===== config.mk =====
export PLATFORM = sky130hd
export DESIGN_NAME = mat_mul_seq
export DESIGN_NICKNAME = d
export VERILOG_FILES = /design/src/rtl/mat_mul_seq.sv
export SDC_FILE = /design/constraint.sdc
export NUM_CORES = 1
export LEC_CHECK = 0
export ABC_AREA = 1
export ABC_CLOCK_PERIOD_IN_PS = 6600
export CORE_MARGIN = 2
export CORE_UTILIZATION = 34
export CTS_CLUSTER_DIAMETER = 100
export DETAILED_ROUTE_END_ITERATION = 7
export PLACE_DENSITY = 0.61
export SLEW_MARGIN = 20
export SYNTH_ARGS = -nofsm -noshare
export SYNTH_HDL_FRONTEND = slang
export SYNTH_SLANG_ARGS = --single-unit

===== constraint.sdc =====
create_clock -name clk -period 6.6 [get_ports clk]
set_clock_uncertainty 0.05 [all_clocks]
set_input_delay 1.32 -clock clk [delete_from_list [all_inputs] [get_ports clk]]
set_output_delay 1.32 -clock clk [all_outputs]
set_load 0.005 [all_outputs]

===== src/rtl/mat_mul_seq.sv =====
// mat_mul_seq: sequential NxN unsigned matrix multiplier, S = A x B.
// One multiply-accumulate unit is time-multiplexed over all N^3 products.
// The operand pair is captured on acceptance. Each result element is written to
// s_mat as soon as its dot product completes. out_valid marks the point where
// the whole matrix is final.
//
// Ports
//   clk        rising-edge clock
//   rst_n      asynchronous, active-low reset
//   in_valid   operand pair (a_mat, b_mat, sat_en) is valid
//   in_ready   block is idle and can accept an operand pair
//   a_mat      matrix A, element (i,j) at [(i*N+j)*W +: W]
//   b_mat      matrix B, same packing
//   sat_en     1: clamp each element to 2^W-1; 0: keep the low W bits
//   out_valid  s_mat holds a complete result
//   out_ready  consumer takes the result
//   s_mat      result matrix S, same packing
//
// state   | meaning
// --------+-----------------------------------------------------------
// IDLE    | waiting for an operand pair (in_ready=1)
// COMPUTE | one product per cycle, k fastest, then j, then i (N^3 cycles)
// DONE    | result held on s_mat until out_ready (out_valid=1)

module mat_mul_seq #(
  parameter int N = 2,
  parameter int W = 8
) (
  input  logic             clk,
  input  logic             rst_n,
  input  logic             in_valid,
  output logic             in_ready,
  input  logic [N*N*W-1:0] a_mat,
  input  logic [N*N*W-1:0] b_mat,
  input  logic             sat_en,
  output logic             out_valid,
  input  logic             out_ready,
  output logic [N*N*W-1:0] s_mat
);

  localparam int CW = $clog2(N);
  // A sum of N products of two W-bit values needs at most 2W+clog2(N) bits.
  localparam int AW = 2*W + CW;
  localparam logic [CW-1:0] LAST    = CW'(N-1);
  localparam logic [AW-1:0] SAT_MAX = AW'((1 << W) - 1);

  typedef enum logic [1:0] {
    IDLE    = 2'd0,
    COMPUTE = 2'd1,
    DONE    = 2'd2
  } state_t;

  state_t state, state_nxt;

  logic [W-1:0]    a_arr [N][N];
  logic [W-1:0]    b_arr [N][N];
  logic [W-1:0]    s_arr [N][N];
  logic            sat_q;
  logic [CW-1:0]   i_cnt, j_cnt, k_cnt;
  logic [AW-1:0]   acc;

  logic            accept;
  logic            last_k;
  logic            last_elem;
  logic [2*W-1:0]  prod;
  logic [AW-1:0]   sum;
  logic [W-1:0]    res;

  // FSM state register
  always_ff @(posedge clk or negedge rst_n) begin
    if (!rst_n) begin
      state <= IDLE;
    end else begin
      state <= state_nxt;
    end
  end

  // Next state and handshake outputs
  always_comb begin
    state_nxt = state;
    in_ready  = 1'b0;
    out_valid = 1'b0;
    case (state)
      IDLE: begin
        in_ready = 1'b1;
        if (in_valid) state_nxt = COMPUTE;
      end
      COMPUTE: begin
        if (last_elem) state_nxt = DONE;
      end
      DONE: begin
        out_valid = 1'b1;
        if (out_ready) state_nxt = IDLE;
      end
      default: state_nxt = IDLE;
    endcase
  end

  assign accept    = (state == IDLE) && in_valid;
  assign last_k    = (k_cnt == LAST);
  assign last_elem = (state == COMPUTE) && last_k && (j_cnt == LAST) && (i_cnt == LAST);

  // Multiply-accumulate. k=0 starts a fresh dot product instead of adding to
  // the previous element's total, so acc never has to be cleared between elements.
  assign prod = {{W{1'b0}}, a_arr[i_cnt][k_cnt]} * {{W{1'b0}}, b_arr[k_cnt][j_cnt]};
  assign sum  = (k_cnt == '0) ? {{CW{1'b0}}, prod} : acc + {{CW{1'b0}}, prod};
  assign res  = (sat_q && (sum > SAT_MAX)) ? {W{1'b1}} : sum[W-1:0];

  // Operand capture, index counters, accumulator and result storage
  always_ff @(posedge clk or negedge rst_n) begin
    if (!rst_n) begin
      for (int r = 0; r < N; r++) begin
        for (int c = 0; c < N; c++) begin
          a_arr[r][c] <= '0;
          b_arr[r][c] <= '0;
          s_arr[r][c] <= '0;
        end
      end
      sat_q <= 1'b0;
      i_cnt <= '0;
      j_cnt <= '0;
      k_cnt <= '0;
      acc   <= '0;
    end else if (accept) begin
      for (int r = 0; r < N; r++) begin
        for (int c = 0; c < N; c++) begin
          a_arr[r][c] <= a_mat[(r*N+c)*W +: W];
          b_arr[r][c] <= b_mat[(r*N+c)*W +: W];
          s_arr[r][c] <= '0;
        end
      end
      sat_q <= sat_en;
      i_cnt <= '0;
      j_cnt <= '0;
      k_cnt <= '0;
      acc   <= '0;
    end else if (state == COMPUTE) begin
      acc <= sum;
      if (last_k) begin
        s_arr[i_cnt][j_cnt] <= res;
        k_cnt <= '0;
        if (j_cnt == LAST) begin
          j_cnt <= '0;
          // i wraps explicitly because N need not be a power of two.
          i_cnt <= (i_cnt == LAST) ? '0 : i_cnt + 1'b1;
        end else begin
          j_cnt <= j_cnt + 1'b1;
        end
      end else begin
        k_cnt <= k_cnt + 1'b1;
      end
    end
  end

  for (genvar r = 0; r < N; r++) begin : g_row
    for (genvar c = 0; c < N; c++) begin : g_col
      assign s_mat[(r*N+c)*W +: W] = s_arr[r][c];
    end
  end

endmodule


* After elaboration in Yosys (flattened, before gate mapping) *
Index checks and enable logic that the tools add are counted.

storage, ports and cells
  flip-flop bits (word level) = 119
  input port bits = 69

cells by class
  multiplexer cells = 42
  multipliers = 1
  equal/unequal tests = 5
  bitwise operators = 3
  reduce and logical (&&, ||, !) cells = 14
  $add $sub $neg = 4
  $lt $le $gt $ge = 6

operators with widths
  kind                 number
  $mux 16              7
  $mux 32              3
  $mux 8               8
  $mux 17              3
  $bwmux 32            1
  $add 17x16->17       1
  $gt 17x8->1 const B  1
  $demux 16 s1         1
  $mul 8x8->16         1
  $mux 1               14
  $demux 8 s1          1
  $logic_and 1x1->1    7
  $ge 2x2->1 const B   3
  $mux 2               3
  $ne 2x2->1 const B   3
  $not 1->2            3
  $pmux 2 s3           1
  $reduce_and 3->1     2
  $reduce_bool 2->1    3
  $lt 2x1->1 const B   2
  $add 1x1->1 const B  3
  $eq 2x1->1 const B   1
  $eq 2x2->1 const B   1
  $logic_not 2->1      1
  $reduce_and 2->1     1

* Longest topological paths before layout *
Gate-level depths: netlist of run 1.

  depth after elaboration = 17
  gate-level depth with buffers = 40

* Worst setup path before layout of run 1 *
OpenSTA, ideal clock, no wires.

  path type = register to register
  from = reg k_cnt
  to = reg s_arr, in the netlist s_mat[9]
  period minus slack after synthesis = 6.250 ns
  arrival time = 6.082 ns
  buffers on the path = 2
  path slack = 0.350 ns
  stages on the path, launching flop included = 38
  required time = 6.432 ns
  cells stage by stage = dfrtp_1 inv_2 buf_2 buf_1 nand2_1 a32oi_1 nand2_1 fa_1 fa_1 inv_1 fa_1 inv_1 fa_1 inv_1 ha_1 nand2_1 inv_1 a21oi_1 (+2 left out) nand3b_1 and2_1 ha_1 nand2_1 inv_1 nand3_1 nor3_1 nand2_1 nand2_1 nand2_1 nand3_1 nand2_1 nor2_1 nand3_1 nand2_2 nand2_1 nand2_1 nand2_1

between the ends
  cells in the longest elaborated chain, start to end = 17
  elaborated cells between the ends (all ways) = 22

RTL lines
  element                                      line  source
  from (decl)                                  59    logic [CW-1:0] i_cnt, j_cnt, k_cnt;
  from (signal assigned)                       150   k_cnt <= k_cnt + 1'b1;
  $not 1->2 (implied by the code)              105   assign prod = {{W{1'b0}}, a_arr[i_cnt][k_cnt]} * {{W{1'b0}}, b_arr[k_cnt][j_cnt]};
  $mux 16 (implied by the code) (3 in series)  105
  $mux 8 (implied by the code) (3 in series)   105
  $mul 8x8->16                                 105
  $add 17x16->17                               106   assign sum = (k_cnt == '0) ? {{CW{1'b0}}, prod} : acc + {{CW{1'b0}}, prod};
  $mux 17                                      106
  $gt 17x8->1                                  107   assign res = (sat_q && (sum > SAT_MAX)) ? {W{1'b1}} : sum[W-1:0];
  $logic_and 1x1->1                            107
  $mux 8                                       107
  $bwmux 32                                    140   s_arr[i_cnt][j_cnt] <= res;
  $mux 32                                      139   if (last_k) begin
  $mux 32                                      137   end else if (state == COMPUTE) begin
  $mux 32                                      124   end else if (accept) begin
  to (signal, indexed assignment)              140
  to (decl)                                    57    logic [W-1:0] s_arr [N][N];

Several ways; a longest one is shown, not always the timed one. The select of a mux whose other input is x is not followed.
A chain may end at the register's enable or synchronous reset.

* Worst setup path in the final report of run 1 *
  from = reg k_cnt
  to = reg s_arr, in the netlist s_mat[6]

Same word-level chain as after synthesis.

==> metrics.yaml, run 1 <==
final.min_clock_period_ns: 6.33
relSlewSlack_pct: 41.4
worstSetupStartpoint: "k_cnt"
synth_common_cells: "509 x nand2_1, 120 x inv_1, 119 x dfrtp_1"
postRouteAntennaNets: 0
die_h_um: 160
slowest_stage: "fa_1"
synth_ff_type: "dfrtp_1"
r2r_start: "k_cnt"
dr_wl_met3_um: 822
post-route-period-util_pct: 95.9
synth_area_um2: 8290
drv_slew: 0
ys_seq_area_share_pct: 35.9
path_common_cell: "nand2_1"
synth_area_leaders: "dfrtp_1 36%, nand2_1 23%, fa_1 8.9%"
maxCapViolCount: 0
grt_pass1_wl_um: 36700
dpl.cell_count: 1612
antenna_cells: 0
register_area_um2: 2980
ctsHoldBuffers: 0
synth.top_cell.area_share_pct: 35.9
clock_sinks: 119
drive_above_1_share_pct: 14.8
grt-ovfl-total: 0
end_kind: "register"
layout.nets: 1473
antenna_found_initial: 0
die_w_um: 160
grt_max_degree: 83
start_util_pct: 34.4
synth_warnings: 0
cts-buffers-inserted: 17
drcViolationCount: 0
grt_usage_pct: 17.6
yosysTopAreaCell: "dfrtp_1"
worst_r2r_path_depth: 36
first_pass_iters: 5
syn_inst: 1149
wl_um: 22700
clk_latency_ns: 0.42
cts_root_buf: "clkbuf_16"
synth-async-reset-ratio_pct: 100
gp_congestion: 0.847
wl_per_cell_um: 13.8
dieArea_um2: 25600
final_cells: 1651
worstPathArrival_ns: 6.58
fillers: 2431
required_ns: 6.85
worst_pin_slew_ns: 0.879
synth_most_common_cell: "nand2_1"
grt_pass1_vias: 7556
path_max_fanout: 8
area_growth_pct: 35.5
routed.top_layer: "met4"
vias: 7728
m1WireLength_um: 11100
path_class: "register to register"
r2r_end: "s_mat[6]"
ctsHtreeMaxLevel: 4
synth_edf_count: 0
synth_cell_types: 32
avgViaCountPerCell: 4.68
multi_input_area_um2: 5160
coreArea_um2: 24100
syn_nets: 1308
min_path_type: "register to register"
path_clk_slew_ns: 0.06
fmax_mhz: 158
setup_viol: 0
wl_met2_um: 10500
max_stage_delay_ns: 0.54
post-dp-hpwl_um: 16900
avgSynthCellArea_um2: 7.21
rows: 57
regToRegSetupSlack_ns: 0.27
port_buffers: 102
hold_viol_final: 0
drtIter0Drc: 341
cts_tree: "built"
cts_buffer_depth: 2
critPathCapture: "s_mat[6]"
start_kind: "register"
post-route-util_pct: 46.6
synth_seq_cells: 119
io_pins: 103
status: "complete, no violations"
[final cells by class]
cell class | count | share of cell area, %
clock buffer | 18 | 3.82
clock inverter | 14 | 1.34
inverter | 126 | 4.28
multi-input combinational | 873 | 46.0
sequential | 119 | 26.5
tap | 324 | 3.61
timing repair buffer | 177 | 14.5
[stage by stage]
step	cell area, µm²	setup TNS (ns)	setup slack, ns	hold WS, ns
finish	11200	0	0.268	0.423
global route	11200	-2.07	-0.0890	0.442
CTS	10700	0	0.0179	0.430
detailed placement	10100	-0.00103	-0.000814	0.415
global placement	10100	0	0.0883	0.413
floorplan	8290	0	0.350	0.394
[sequential cells by signal (all words and copies together), names as in the netlist]
register,cells
b_arr,32
state,2
i_cnt,1
sat_q,1
k_cnt,1
s_mat,32
acc,17
a_arr,32
j_cnt,1
[critical path: cells and delay by family, from the launching register on]
kind,cells,cell delay (ns)
fa+ha+maj,6,2.61
simple gates,22,2.13
buf+inv,7,0.79
flops,1,0.39
compound gates,1,0.22
[routing by layer]
layer | global-route usage [%] | vias to the layer above
met5 | 0 | -
met4 | 5.20 | 0
met3 | 2.52 | 28
met2 | 28.1 | 167
met1 | 24.9 | 3612
li1 | - | 3921
[logic make-up (layout without fill, tap and decap cells)]
kind of cell / after synthesis / after routing / synth area share, %
XOR/XNOR: 8 / 8 / 0.845
AO/OA/AOI/OAI: 84 / 84 / 6.01
flip-flops: 119 / 119 / 35.9
AND/OR/NAND/NOR: 691 / 691 / 33.1
adder cells (fa/ha/maj): 90 / 90 / 16.9
buffers and inverters: 157 / 335 / 7.16
[layout by cell type (no fill, tap or decap), types with 7 or more instances in the layout]
cell | Yosys | layout
nor2_2 | 0 | 14
a21oi_1 | 32 | 25
a21oi_2 | 0 | 7
inv_1 | 120 | 112
nand2_2 | 1 | 10
dfrtp_1 | 119 | 119
inv_2 | 2 | 11
o21ai_0 | 29 | 27
clkbuf_16 | 0 | 17
a32oi_1 | 14 | 8
nand2_4 | 0 | 7
nand2_1 | 509 | 492
nand3_1 | 63 | 61
ha_4 | 0 | 13
nor2_1 | 95 | 78
clkdlybuf4s50_1 | 0 | 101
ha_1 | 53 | 40
fa_1 | 37 | 37
buf_4 | 0 | 69
[timing repair]
item	CTS	global route
buffers inserted	0	6
gates cloned	0	1
gates resized for setup	5	99
pin swaps	0	28
setup endpoints to repair	32	32
[how the worst min path moves through the flow]
| stage | depth (start not counted) | slack [ns] | end | startpoint |
|---|---|---|---|---|
| floorplan | 2 | 0.39 | a_arr[24] | a_arr[24] |
| global placement | 2 | 0.41 | b_arr[18] | b_arr[18] |
| detailed placement | 2 | 0.41 | s_mat[14] | s_mat[14] |
| CTS | 2 | 0.43 | s_mat[14] | s_mat[14] |
| global route | 2 | 0.44 | a_arr[15] | a_arr[15] |
| finish | 2 | 0.42 | s_mat[14] | s_mat[14] |
Power of run 1 is left out: the tool's default activity adds up to more than one toggle a clock period on the data nets, which glitch-free logic cannot reach.
==> run 2, diff against run 1 <==
Settings changed: RECOVER_POWER set to 25, SKIP_LAST_GASP set to 1.
==> run 2 against run 1 <==
Against the previous run:
- first-iteration DRC count rose by 6.2%
- hold slack is essentially flat
- critical path depth fell by 1
- utilization is 0.068 points lower
- the run now ends with capacitance limit, slew limit left
- largest cell class unchanged
- sequential share of layout area is essentially flat
- critical endpoint is now s_mat[3]
- critical path type unchanged
==> metrics.yaml, run 2 (synthesis gave the netlist of run 1 again) <==
ctsHtreeMaxLevel: 4  # unchanged
first_pass_iters: 5  # unchanged
path_common_cell: "nand2_1"
gp_congestion: 0.847  # unchanged
wl_per_cell_um: 13.7  # -0.13%
violations: "capacitance limit, slew limit"
start_util_pct: 34.4  # unchanged
path_clk_slew_ns: 0.06  # about the same
drv_slew: 208  # +208
final_common_cell: "nand2_1"
worstSetupStartpoint: "k_cnt"
cts_buffer_depth: 2  # unchanged
clk_latency_ns: 0.42  # about the same
cts-buffers-inserted: 17  # unchanged
area_growth_pct: 35.3
drive_above_1_share_pct: 14.4  # -0.38 points
max_stage_delay_ns: 0.54  # about the same
dieArea_um2: 25600  # unchanged
wl_um: 22700  # -0.13%
ctsHoldBuffers: 0  # unchanged
dpl.cell_count: 1612  # unchanged
min-delay-start: "s_mat[14]"
port_buffers: 102  # unchanged
die_h_um: 160  # unchanged
slowest_stage: "fa_1"
relSlewSlack_pct: -137  # -180 points
end_kind: "register"
r2r_start: "k_cnt"
start_kind: "register"
coreArea_um2: 24100  # unchanged
min_path_type: "register to register"
status: "complete, but fails checks"
post-route-period-util_pct: 96.0  # about the same
die_w_um: 160  # unchanged
grt_max_degree: 83  # unchanged
path_class: "register to register"
antenna_cells: 0  # unchanged
post-dp-hpwl_um: 16900  # unchanged
mostFrequentLayoutCells: "494 x nand2_1, 119 x dfrtp_1, 112 x inv_1, 100 x clkdlybuf4s50_1, 78 x nor2_1"
grt_usage_pct: 17.6  # unchanged
cts_root_buf: "clkbuf_16"
drcViolationCount: 0  # unchanged
grt_pass1_vias: 7556  # unchanged
tns_ns: 0  # unchanged
postRouteAntennaNets: 0  # unchanged
avgViaCountPerCell: 4.69  # +0.27%
drtIter0Drc: 362  # +6.2%
antenna_found_initial: 0  # unchanged
final_cells: 1651  # unchanged
layout.nets: 1473  # unchanged
hold_viol_final: 0  # unchanged
grt-ovfl-total: 0  # unchanged
worstPathArrival_ns: 6.59  # about the same
required_ns: 6.85  # about the same
fmax_mhz: 158  # about the same
clock_sinks: 119  # unchanged
maxCapViolCount: 3  # +3
worst_pin_slew_ns: 3.56  # +2.68 ns
post-route-util_pct: 46.5  # -0.068 points
setup_viol: 0  # unchanged
final.min_clock_period_ns: 6.33  # +0.00133 ns
vias: 7749  # +0.27%
path_max_fanout: 8  # unchanged
io_pins: 103  # unchanged
grt_pass1_wl_um: 36700  # unchanged
cts_tree: "built"
rows: 57  # unchanged
fillers: 2435  # +0.16%
run 2: cell count changes in the layout (fill, tap and decap cells not counted), sizes merged:
cell | previous run | this run
buf | 76 | 73
clkdlybuf4s50 | 101 | 100
dlygate4sd3 | 0 | 1
clkbuf | 18 | 21
run 2: path summary, 6_finish.rpt:
check / to / slack (ns) / cells past startpoint
max: s_mat[3] / 0.27 / 35
min: s_mat[14] / 0.42 / 2
max reg2reg: s_mat[3] / 0.27 / 35
min reg2reg: s_mat[14] / 0.42 / 2
max in group asynchronous: s_mat[8] / 2.61 / 2
min in group asynchronous: a_arr[16] / 1.81 / 1
run 2: layout make-up:
type                            instances  area, µm²  share of cell area (%)
Clock inverter                         14        150                    1.34
Inverter                              126        480                    4.29
Multi-Input combinational cell        873       5160                    46.0
Tap cell                              324        405                    3.62
Sequential cell                       119       2980                    26.6
Clock buffer                           18        429                    3.83
Timing Repair Buffer                  177       1610                    14.4
run 2: stage by stage:
stage	setup WS, ns	instance area, µm²	hold slack (ns)
6_report	0.267	11200	0.423
4_1_cts	0.0179	10700	0.430
5_1_grt	-0.0889	11200	0.442
3_5_place_dp	-0.000814	10100	0.415
3_3_place_gp	0.0883	10100	0.413
2_1_floorplan	0.350	8290	0.394
run 2: timing repair:
action,CTS,global route
buffers inserted,0,6
resized for setup,5,99
cloned,0,1
setup endpoints to repair,32,32
pin swaps,0,28
run 2: critical path: cells and delay by family (launching register included):
kind	cells	cell delay [ns]
flip-flops	1	0.39
AND/OR/NAND/NOR	21	2.10
AO/OA/AOI/OAI	1	0.21
buffers and inverters	7	0.80
adder cells (fa/ha/maj)	6	2.64
run 2: per-layer routing:
layer / wire length, µm / GRT usage, % / part of all wire, %
met5: 0 / 0 / 0
met4: 355 / 5.20 / 1.6
met3: 700 / 2.52 / 3.1
met2: 10500 / 28.1 / 46
met1: 11100 / 24.9 / 49
Power of run 2 is left out for the same reason.
==> run 3, diff against run 2 <==
Settings changed: HOLD_SLACK_MARGIN set to 0.1.
==> results of run 3 <==
No change in the layout: final DEF, timing and power equal those of run 2.
Power of run 3 is left out for the same reason.
